[src/rtl/stump_mem_seq_if.sv]
// Memory-side bus between the Stump access sequencer (master) and external memory (slave).
interface stump_mem_seq_if #(
    parameter int unsigned ADDR_W = 16,
    parameter int unsigned DATA_W = 16
);
    logic [ADDR_W-1:0] address;
    logic [DATA_W-1:0] data_out;
    logic              mem_ren;
    logic              mem_wen;
    logic [DATA_W-1:0] data_in;
    logic              mem_ack;

    modport master (
        output address, data_out, mem_ren, mem_wen,
        input  data_in, mem_ack
    );

    modport slave (
        input  address, data_out, mem_ren, mem_wen,
        output data_in, mem_ack
    );
endinterface

[src/rtl/stump_mem_seq.sv]
// Memory-access sequencer for the Stump core: registered strobes, ack or fixed-wait completion,
// access timeout with sticky error, and a core stall while an access is outstanding.
module stump_mem_seq #(
    parameter int unsigned DATA_W    = 16,
    parameter int unsigned ADDR_W    = 16,
    parameter int unsigned WAIT_MODE = 0,
    parameter int unsigned WAIT_CYC  = 2,
    parameter int unsigned TIMEOUT   = 15
) (
    input  logic              clk,
    input  logic              rst,
    input  logic              cpu_ren,
    input  logic              cpu_wen,
    input  logic [ADDR_W-1:0] cpu_addr,
    input  logic [DATA_W-1:0] cpu_wdata,
    output logic              core_stall,
    output logic [DATA_W-1:0] rd_data,
    output logic              resp_valid,
    output logic              resp_err,
    output logic              err_sticky,
    input  logic              err_clr,
    stump_mem_seq_if.master   mem
);

    localparam int unsigned CntMax = (TIMEOUT > WAIT_CYC) ? TIMEOUT : WAIT_CYC;
    localparam int unsigned CntW   = $clog2(CntMax + 1);

    localparam logic [CntW-1:0] TimeoutLast = CntW'(TIMEOUT - 1);
    localparam logic [CntW-1:0] WaitLast    = CntW'(WAIT_CYC);

    typedef enum logic [1:0] {
        StIdle,
        StAccess,
        StResp
    } state_t;

    state_t          state;
    logic [CntW-1:0] cnt;
    logic            is_write;
    logic            acc_done;
    logic            acc_timeout;

    always_comb begin
        core_stall = 1'b0;
        unique case (state)
            StIdle:   core_stall = cpu_ren | cpu_wen;
            StAccess: core_stall = 1'b1;
            default:  core_stall = 1'b0;
        endcase
    end

    // Ack beats a timeout that lands in the same cycle.
    always_comb begin
        acc_done    = 1'b0;
        acc_timeout = 1'b0;
        if (WAIT_MODE == 0) begin
            if (mem.mem_ack) begin
                acc_done = 1'b1;
            end else if (cnt == TimeoutLast) begin
                acc_done    = 1'b1;
                acc_timeout = 1'b1;
            end
        end else if (cnt == WaitLast) begin
            acc_done = 1'b1;
        end
    end

    always_ff @(posedge clk or negedge rst) begin
        if (!rst) begin
            state        <= StIdle;
            cnt          <= '0;
            is_write     <= 1'b0;
            rd_data      <= '0;
            resp_valid   <= 1'b0;
            resp_err     <= 1'b0;
            err_sticky   <= 1'b0;
            mem.address  <= '0;
            mem.data_out <= '0;
            mem.mem_ren  <= 1'b0;
            mem.mem_wen  <= 1'b0;
        end else begin
            resp_valid <= 1'b0;
            resp_err   <= 1'b0;
            // A timeout set later in this block overrides the clear.
            if (err_clr) begin
                err_sticky <= 1'b0;
            end
            unique case (state)
                StIdle: begin
                    if (cpu_ren || cpu_wen) begin
                        mem.address <= cpu_addr;
                        if (cpu_wen) begin
                            mem.data_out <= cpu_wdata;
                        end
                        is_write    <= cpu_wen;
                        mem.mem_wen <= cpu_wen;
                        mem.mem_ren <= ~cpu_wen;
                        cnt         <= '0;
                        state       <= StAccess;
                    end
                end
                StAccess: begin
                    if (acc_done) begin
                        mem.mem_ren <= 1'b0;
                        mem.mem_wen <= 1'b0;
                        resp_valid  <= 1'b1;
                        resp_err    <= acc_timeout;
                        if (acc_timeout) begin
                            err_sticky <= 1'b1;
                        end
                        if (!is_write) begin
                            rd_data <= acc_timeout ? '0 : mem.data_in;
                        end
                        state <= StResp;
                    end else begin
                        cnt <= cnt + 1'b1;
                    end
                end
                StResp: begin
                    state <= StIdle;
                end
                default: begin
                    state <= StIdle;
                end
            endcase
        end
    end

endmodule

[src/flat_wrapper.sv]
// flat-port wrapper written by rule: the top's interface ports become plain ports
module stump_mem_seq_flat 
#(
    parameter int unsigned DATA_W    = 16,
    parameter int unsigned ADDR_W    = 16,
    parameter int unsigned WAIT_MODE = 0,
    parameter int unsigned WAIT_CYC  = 2,
    parameter int unsigned TIMEOUT   = 15
)
  (clk, rst, cpu_ren, cpu_wen, cpu_addr, cpu_wdata, core_stall, rd_data, resp_valid, resp_err, err_sticky, err_clr, mem_address, mem_data_out, mem_mem_ren, mem_mem_wen, mem_data_in, mem_mem_ack);
  stump_mem_seq_if #(.ADDR_W(ADDR_W), .DATA_W(DATA_W)) mem_i ();
  input  logic clk;
  input  logic rst;
  input  logic cpu_ren;
  input  logic cpu_wen;
  input  logic [ADDR_W-1:0] cpu_addr;
  input  logic [DATA_W-1:0] cpu_wdata;
  output logic core_stall;
  output logic [DATA_W-1:0] rd_data;
  output logic resp_valid;
  output logic resp_err;
  output logic err_sticky;
  input  logic err_clr;
  output wire logic [$bits(mem_i.address)-1:0] mem_address;
  output wire logic [$bits(mem_i.data_out)-1:0] mem_data_out;
  output wire logic [$bits(mem_i.mem_ren)-1:0] mem_mem_ren;
  output wire logic [$bits(mem_i.mem_wen)-1:0] mem_mem_wen;
  input wire logic [$bits(mem_i.data_in)-1:0] mem_data_in;
  input wire logic [$bits(mem_i.mem_ack)-1:0] mem_mem_ack;
  assign mem_address = mem_i.address;
  assign mem_data_out = mem_i.data_out;
  assign mem_mem_ren = mem_i.mem_ren;
  assign mem_mem_wen = mem_i.mem_wen;
  assign mem_i.data_in = mem_data_in;
  assign mem_i.mem_ack = mem_mem_ack;
  stump_mem_seq #(.DATA_W(DATA_W), .ADDR_W(ADDR_W), .WAIT_MODE(WAIT_MODE), .WAIT_CYC(WAIT_CYC), .TIMEOUT(TIMEOUT)) u_core (.clk(clk), .rst(rst), .cpu_ren(cpu_ren), .cpu_wen(cpu_wen), .cpu_addr(cpu_addr), .cpu_wdata(cpu_wdata), .core_stall(core_stall), .rd_data(rd_data), .resp_valid(resp_valid), .resp_err(resp_err), .err_sticky(err_sticky), .err_clr(err_clr), .mem(mem_i));
endmodule
[config.mk]
export PLATFORM = sky130hd
export DESIGN_NAME = stump_mem_seq_flat
export DESIGN_NICKNAME = d
export VERILOG_FILES = /design/src/rtl/stump_mem_seq_if.sv /design/src/rtl/stump_mem_seq.sv /design/src/flat_wrapper.sv
export SDC_FILE = /design/constraint.sdc
export NUM_CORES = 1
export LEC_CHECK = 0
export ABC_AREA = 0
export ABC_CLOCK_PERIOD_IN_PS = 2250
export CORE_UTILIZATION = 30
export DETAILED_ROUTE_END_ITERATION = 16
export GPL_TIMING_DRIVEN = 1
export SYNTH_ARGS = -nofsm -noshare
export SYNTH_HDL_FRONTEND = slang
export SYNTH_SLANG_ARGS = --single-unit
[constraint.sdc]
create_clock -name clk -period 2.25 [get_ports clk]
set_input_delay 0.45 -clock clk [delete_from_list [all_inputs] [get_ports clk]]
set_output_delay 0.45 -clock clk [all_outputs]
set_load 0.01 [all_outputs]
## Word level (Yosys, flattened, before mapping)

Cells that the tools add are included.

- Bits of input ports: 54
- Output and inout bits: 54
- Bits in registers: 60

- Reductions and logical operators: 9
- Multiplexer cells: 24
- Equality and inequality tests: 5
- Add/sub/neg operators: 1
- Bitwise gates (word level): 3

Operators with widths:

| operator | count |
|---|---|
| two-way mux 16 bit | 1 |
| two-way mux 1 bit | 14 |
| AND reduction 3 bit | 4 |
| two-way mux 4 bit | 2 |
| one-hot mux 4 bit (2 select lines) | 1 |
| one-hot mux 1 bit (2 select lines) | 3 |
| adder 4 x 1 -> 4 bit, second input constant | 1 |
| equality test 4 bit, second input constant | 1 |
| two-way mux 2 bit | 2 |
| inequality test 2 x 1 -> 1 bit, second input constant | 2 |
| one-hot mux 2 bit (2 select lines) | 1 |
| AND reduction 2 bit | 2 |
| equality test 2 x 1 -> 1 bit, second input constant | 1 |
| zero test 2 bit | 1 |
| inequality test 2 bit, second input constant | 1 |
| NOT 1 bit | 2 |
| nonzero test 2 bit | 1 |
| logical OR 1 bit | 1 |
| OR 1 bit | 1 |

## Depth between registers and ports, before layout

Gate-level depths: netlist (run 1).

- Depth in word-level cells: 6
- Depth in mapped cells: 7
- Depth with buffers taken out: 5

## Worst setup path before layout (run 1)

No wires, ideal clock.

- Kind: reg-to-reg
- Start point: register u_core.cnt[0]
- End point: register u_core.rd_data[0]
- Arrival time: 1.468 ns
- Buffers on the path: 2
- Path slack: 0.661 ns
- Required time: 2.129 ns
- Cell stages (with the launch flop): 8
- Period minus slack after synthesis: 1.589 ns
- Path through: dfrtp_1 -> inv_1 -> ha_1 -> a31oi_1 -> or3_1 -> buf_6 -> buf_8 -> a22o_1

- Cells in the longest elaborated chain, start to end: 4

Ends and longest elaborated chain:

| what | RTL line | RTL |
|---|---|---|
| from (decl) | stump_mem_seq.sv:38 | `logic [CntW-1:0] cnt;` |
| from (signal assigned) | stump_mem_seq.sv:116 | `cnt <= cnt + 1'b1;` |
| equality test 4 bit (*) | stump_mem_seq.sv:59 | `end else if (cnt == TimeoutLast) begin` |
| two-way mux 1 bit (*) | stump_mem_seq.sv:59 |  |
| two-way mux 1 bit | stump_mem_seq.sv:57 | `if (mem.mem_ack) begin` |
| AND reduction 3 bit (no source line) / two-way mux 16 bit (equally long branches) | -- |  |
| to (signal assigned) | stump_mem_seq.sv:112 | `rd_data <= acc_timeout ? '0 : mem.data_in;` |
| to (decl) | stump_mem_seq.sv:17 | `output logic [DATA_W-1:0] rd_data,` |

Mark *: on every way between the ends. The rest lies on a longest branch, timed or not.
A chain may end at the register's enable or synchronous reset.

## Worst setup path after layout (run 1)

- Start point: input cpu_ren
- End point: output core_stall

- Cells in the longest elaborated chain, start to end: 2

Ends and longest elaborated chain:

| what | RTL line | RTL |
|---|---|---|
| from (decl) | flat_wrapper.sv:14 | `input logic cpu_ren;` |
| OR 1 bit | stump_mem_seq.sv:46 | `StIdle: core_stall = cpu_ren \| cpu_wen;` |
| one-hot mux 1 bit (2 select lines) | stump_mem_seq.sv:45 | `unique case (state)` |
| to (decl) | flat_wrapper.sv:18 | `output logic core_stall;` |

No other way between the ends.

==> results of run 1 <==
==> logic make-up after synthesis <==
logic type	after synthesis	synth area share (%)
flip-flops	60	62.7
multiplexers	33	15.5
AO/OA/AOI/OAI	28	9.93
AND/OR/NAND/NOR	23	7.37
buffers and inverters	11	3.50
adder cells (fa/ha/maj)	2	1.04
==> cell type report <==
type,count,area (um2)
multi-input cells,86,810
clock inverters,4,95.1
well taps,102,128
fillers,684,3910
flip-flops and latches,60,1500
inverters,5,18.8
repair buffers,111,1110
clock buffers,12,155
==> worst max-delay path by stage <==
| stage | slack [ns] | cells after the start | endpoint | start |
|---|---|---|---|---|
| 2_1_floorplan | 0.66 | 7 | u_core.rd_data[0] | u_core.cnt[0] |
| 3_3_place_gp | 0.11 | 3 | u_core.rd_data[10] | mem_mem_ack |
| 3_5_place_dp | 0.13 | 3 | u_core.rd_data[8] | mem_mem_ack |
| 4_1_cts | 0.14 | 4 | core_stall | cpu_wen |
| 5_1_grt | 0.10 | 4 | core_stall | cpu_ren |
| 6_report | 0.15 | 4 | core_stall | cpu_ren |
==> where the power goes <==
part | switching, mW | leakage (nW) | total, mW | internal, mW
combinational | 0.846 | 0.761 | 2.24 | 1.39
sequential | 0.283 | 0.731 | 1.87 | 1.58
clock | 0.409 | 0.127 | 1.20 | 0.795
total | 1.54 | 1.62 | 5.31 | 3.77
==> Yosys cell counts, drive strengths merged <==
cell    instances  share of area [%]
o22ai           4                1.3
mux2           32                 15
o21ai           3               0.63
inv             5               0.78
o221ai          2               0.73
buf             6                2.7
nor2            7                2.6
or2             2               0.52
nand2b          2               0.84
or3b            2               0.84
and3            1               0.26
or3             2               0.52
nor3            1               0.21
nand3           3               0.63
ha              2                1.0
nor3b           2               0.84
a21o            1               0.31
dfrtp          60                 63
a31oi           1               0.26
o211ai          1               0.52
nand2           1               0.16
a22o           16                6.2
mux2i           1               0.42
==> through the flow <==
stage / util [%] / std cells / power, mW / hold WS [ns] / setup WS [ns]
6_report: 49.4 / 380 / 5.31 / 0.175 / 0.154
5_1_grt: 49.4 / 380 / 5.60 / 0.226 / 0.104
4_1_cts: 49.4 / 380 / 5.39 / 0.189 / 0.137
3_5_place_dp: 46.1 / 364 / 4.15 / 0.481 / 0.126
3_3_place_gp: 46.1 / 364 / 4.12 / 0.482 / 0.113
2_1_floorplan: - / 157 / 2.98 / 0.154 / 0.661
==> per-layer routing <==
metal / vias to the layer above / wire length (um) / track usage, %
met5: - / 0 / 0
met4: 0 / 11 / 5.95
met3: 3 / 364 / 4.69
met2: 60 / 2510 / 20.2
met1: 843 / 2380 / 16.2
li1: 805 / - / -
==> sequential cells by signal, indices dropped and copies added, names as in the netlist <==
| signal | cells |
|---|---|
| u_core.mem.address | 16 |
| u_core.mem.data_out | 16 |
| u_core.rd_data | 16 |
| u_core.cnt | 4 |
| u_core.state | 2 |
| u_core.err_sticky | 1 |
| u_core.is_write | 1 |
| u_core.mem.mem_ren | 1 |
| u_core.mem.mem_wen | 1 |
| u_core.resp_err | 1 |
| u_core.resp_valid | 1 |
==> worst max-delay path: stages <==
cell	delay, ns
clkdlybuf4s50_1	0.50
nor3_1	0.06
nor2_1	0.09
clkdlybuf4s50_1	0.54
==> cells in the final DEF, fill, tap and decap left out, types with 2 or more instances in the layout <==
cell type        count
a22o_1              10
dfrtp_1             60
a22o_2               6
nand3_1              3
inv_1                5
o21ai_0              3
or3_1                2
bufinv_16            3
buf_4                3
clkbuf_8            11
nor2_8               2
nor2_1               4
o22ai_1              3
mux2_2              32
o221ai_1             2
clkdlybuf4s50_1    106
ha_1                 2
==> run summary, run 1 <==
Outcome -> complete, no violations
Synthesized flop and latch total -> 60
Syn nets -> 213
Max cap viols -> 0
First-pass GRT wire length -> 8.31 mm
Fraction of layout cells with a size suffix above 1 -> 24.5%
Die Span Y -> 91.3 um
Largest fanout on the critical path -> 2
N_diodes -> 0
Final Skew -> 0.00688 ns
H-tree depth -> 3
R2R Setup Slk -> 0.49 ns
Ys Warns -> 0
Netlist cell types -> 33
Port bufs -> 107
Maximum root-to-sink buffer count -> 2
Leak Pwr -> 1.62 nW
Nets@finish -> 329
Final setup vio count -> 0
GR Overflow Total -> 0
RSZ-0062 raised after global routing -> no
Tightest Pin Transition -> 0.986 ns
Resized cells post-CTS -> 0
Slew headroom -> 34.0%
Layout overhead on the synthesized area -> 59.4%
Mapped Area -> 2390 um2
Core Area -> 7730 um2
Average vias per placed instance -> 4.50
Final Hold Vio Count -> 0
Register area share after synthesis -> 62.7%
CTS tree -> done
Cell Pwr Density -> 1390 nW/um2
Pre-antenna DRT Iters -> 4
Reg-to-Reg Start -> u_core.state[1]
Clock Tree Root -> clkbuf_8
Post-DRT Antenna Nets -> 0
Nature of the critical path startpoint -> input pin
Hold Crit Class -> in -> async
Total Routed Length -> 5.26 mm
VDD IR max -> 0.511 mV
Iteration-0 DRC Markers -> 36
Placed cell area -> 3570 um2
Vias in the first global route -> 1714
Syn avg cell area -> 15.3 um2
Number of buffers created by CTS -> 9
# rows -> 32
Via count -> 1711
GRT Util Overall -> 13.0%
Residual DRC -> 0
TNS Setup -> 0 ns
Final Critical Period -> 2.10 ns
Initial Util -> 31.0%
WL/cell -> 13.8 um
Clock Latency Late Sink -> 0.33 ns
Reg-to-Reg End -> u_core.rd_data[12]
Antenna violations before repair -> 0
Die Footprint -> 8340 um2
Worst endpoint data arrival time -> 1.65 ns
Clk sinks -> 60
Max Fclk -> 0.477 GHz
Crit. End Element -> output port
DPL Wire Length -> 3.77 mm
Die outline width -> 91.3 um
Post-CTS setup buffer count -> 0
Kind of critical path -> in -> out
Final slew viol count -> 0
Worst R2R Path Depth -> 3
Gpl congestion -> 0.711
Cell area after layout -> 3820 um2
Pin count of the biggest net entering global routing -> 32
Clk slew on worst S/H paths -> 0.07 ns
# IOs -> 108
WP data required -> 1.80 ns
CTS hold repair buffers -> 0
Synth Instances -> 157
Final period utilization -> 93.2%
(Power assumes the default switching activity.)
==> run 2: changes to the inputs <==
--- a/config.mk
+++ b/config.mk
@@ -7,6 +7,7 @@
 export LEC_CHECK = 0
 export ABC_AREA = 0
 export ABC_CLOCK_PERIOD_IN_PS = 2250
+export CAP_MARGIN = 0
 export CORE_UTILIZATION = 30
 export DETAILED_ROUTE_END_ITERATION = 16
 export GPL_TIMING_DRIVEN = 1
==> results of run 2 <==
The final DEF is identical to that of run 1; final timing and power are the same.
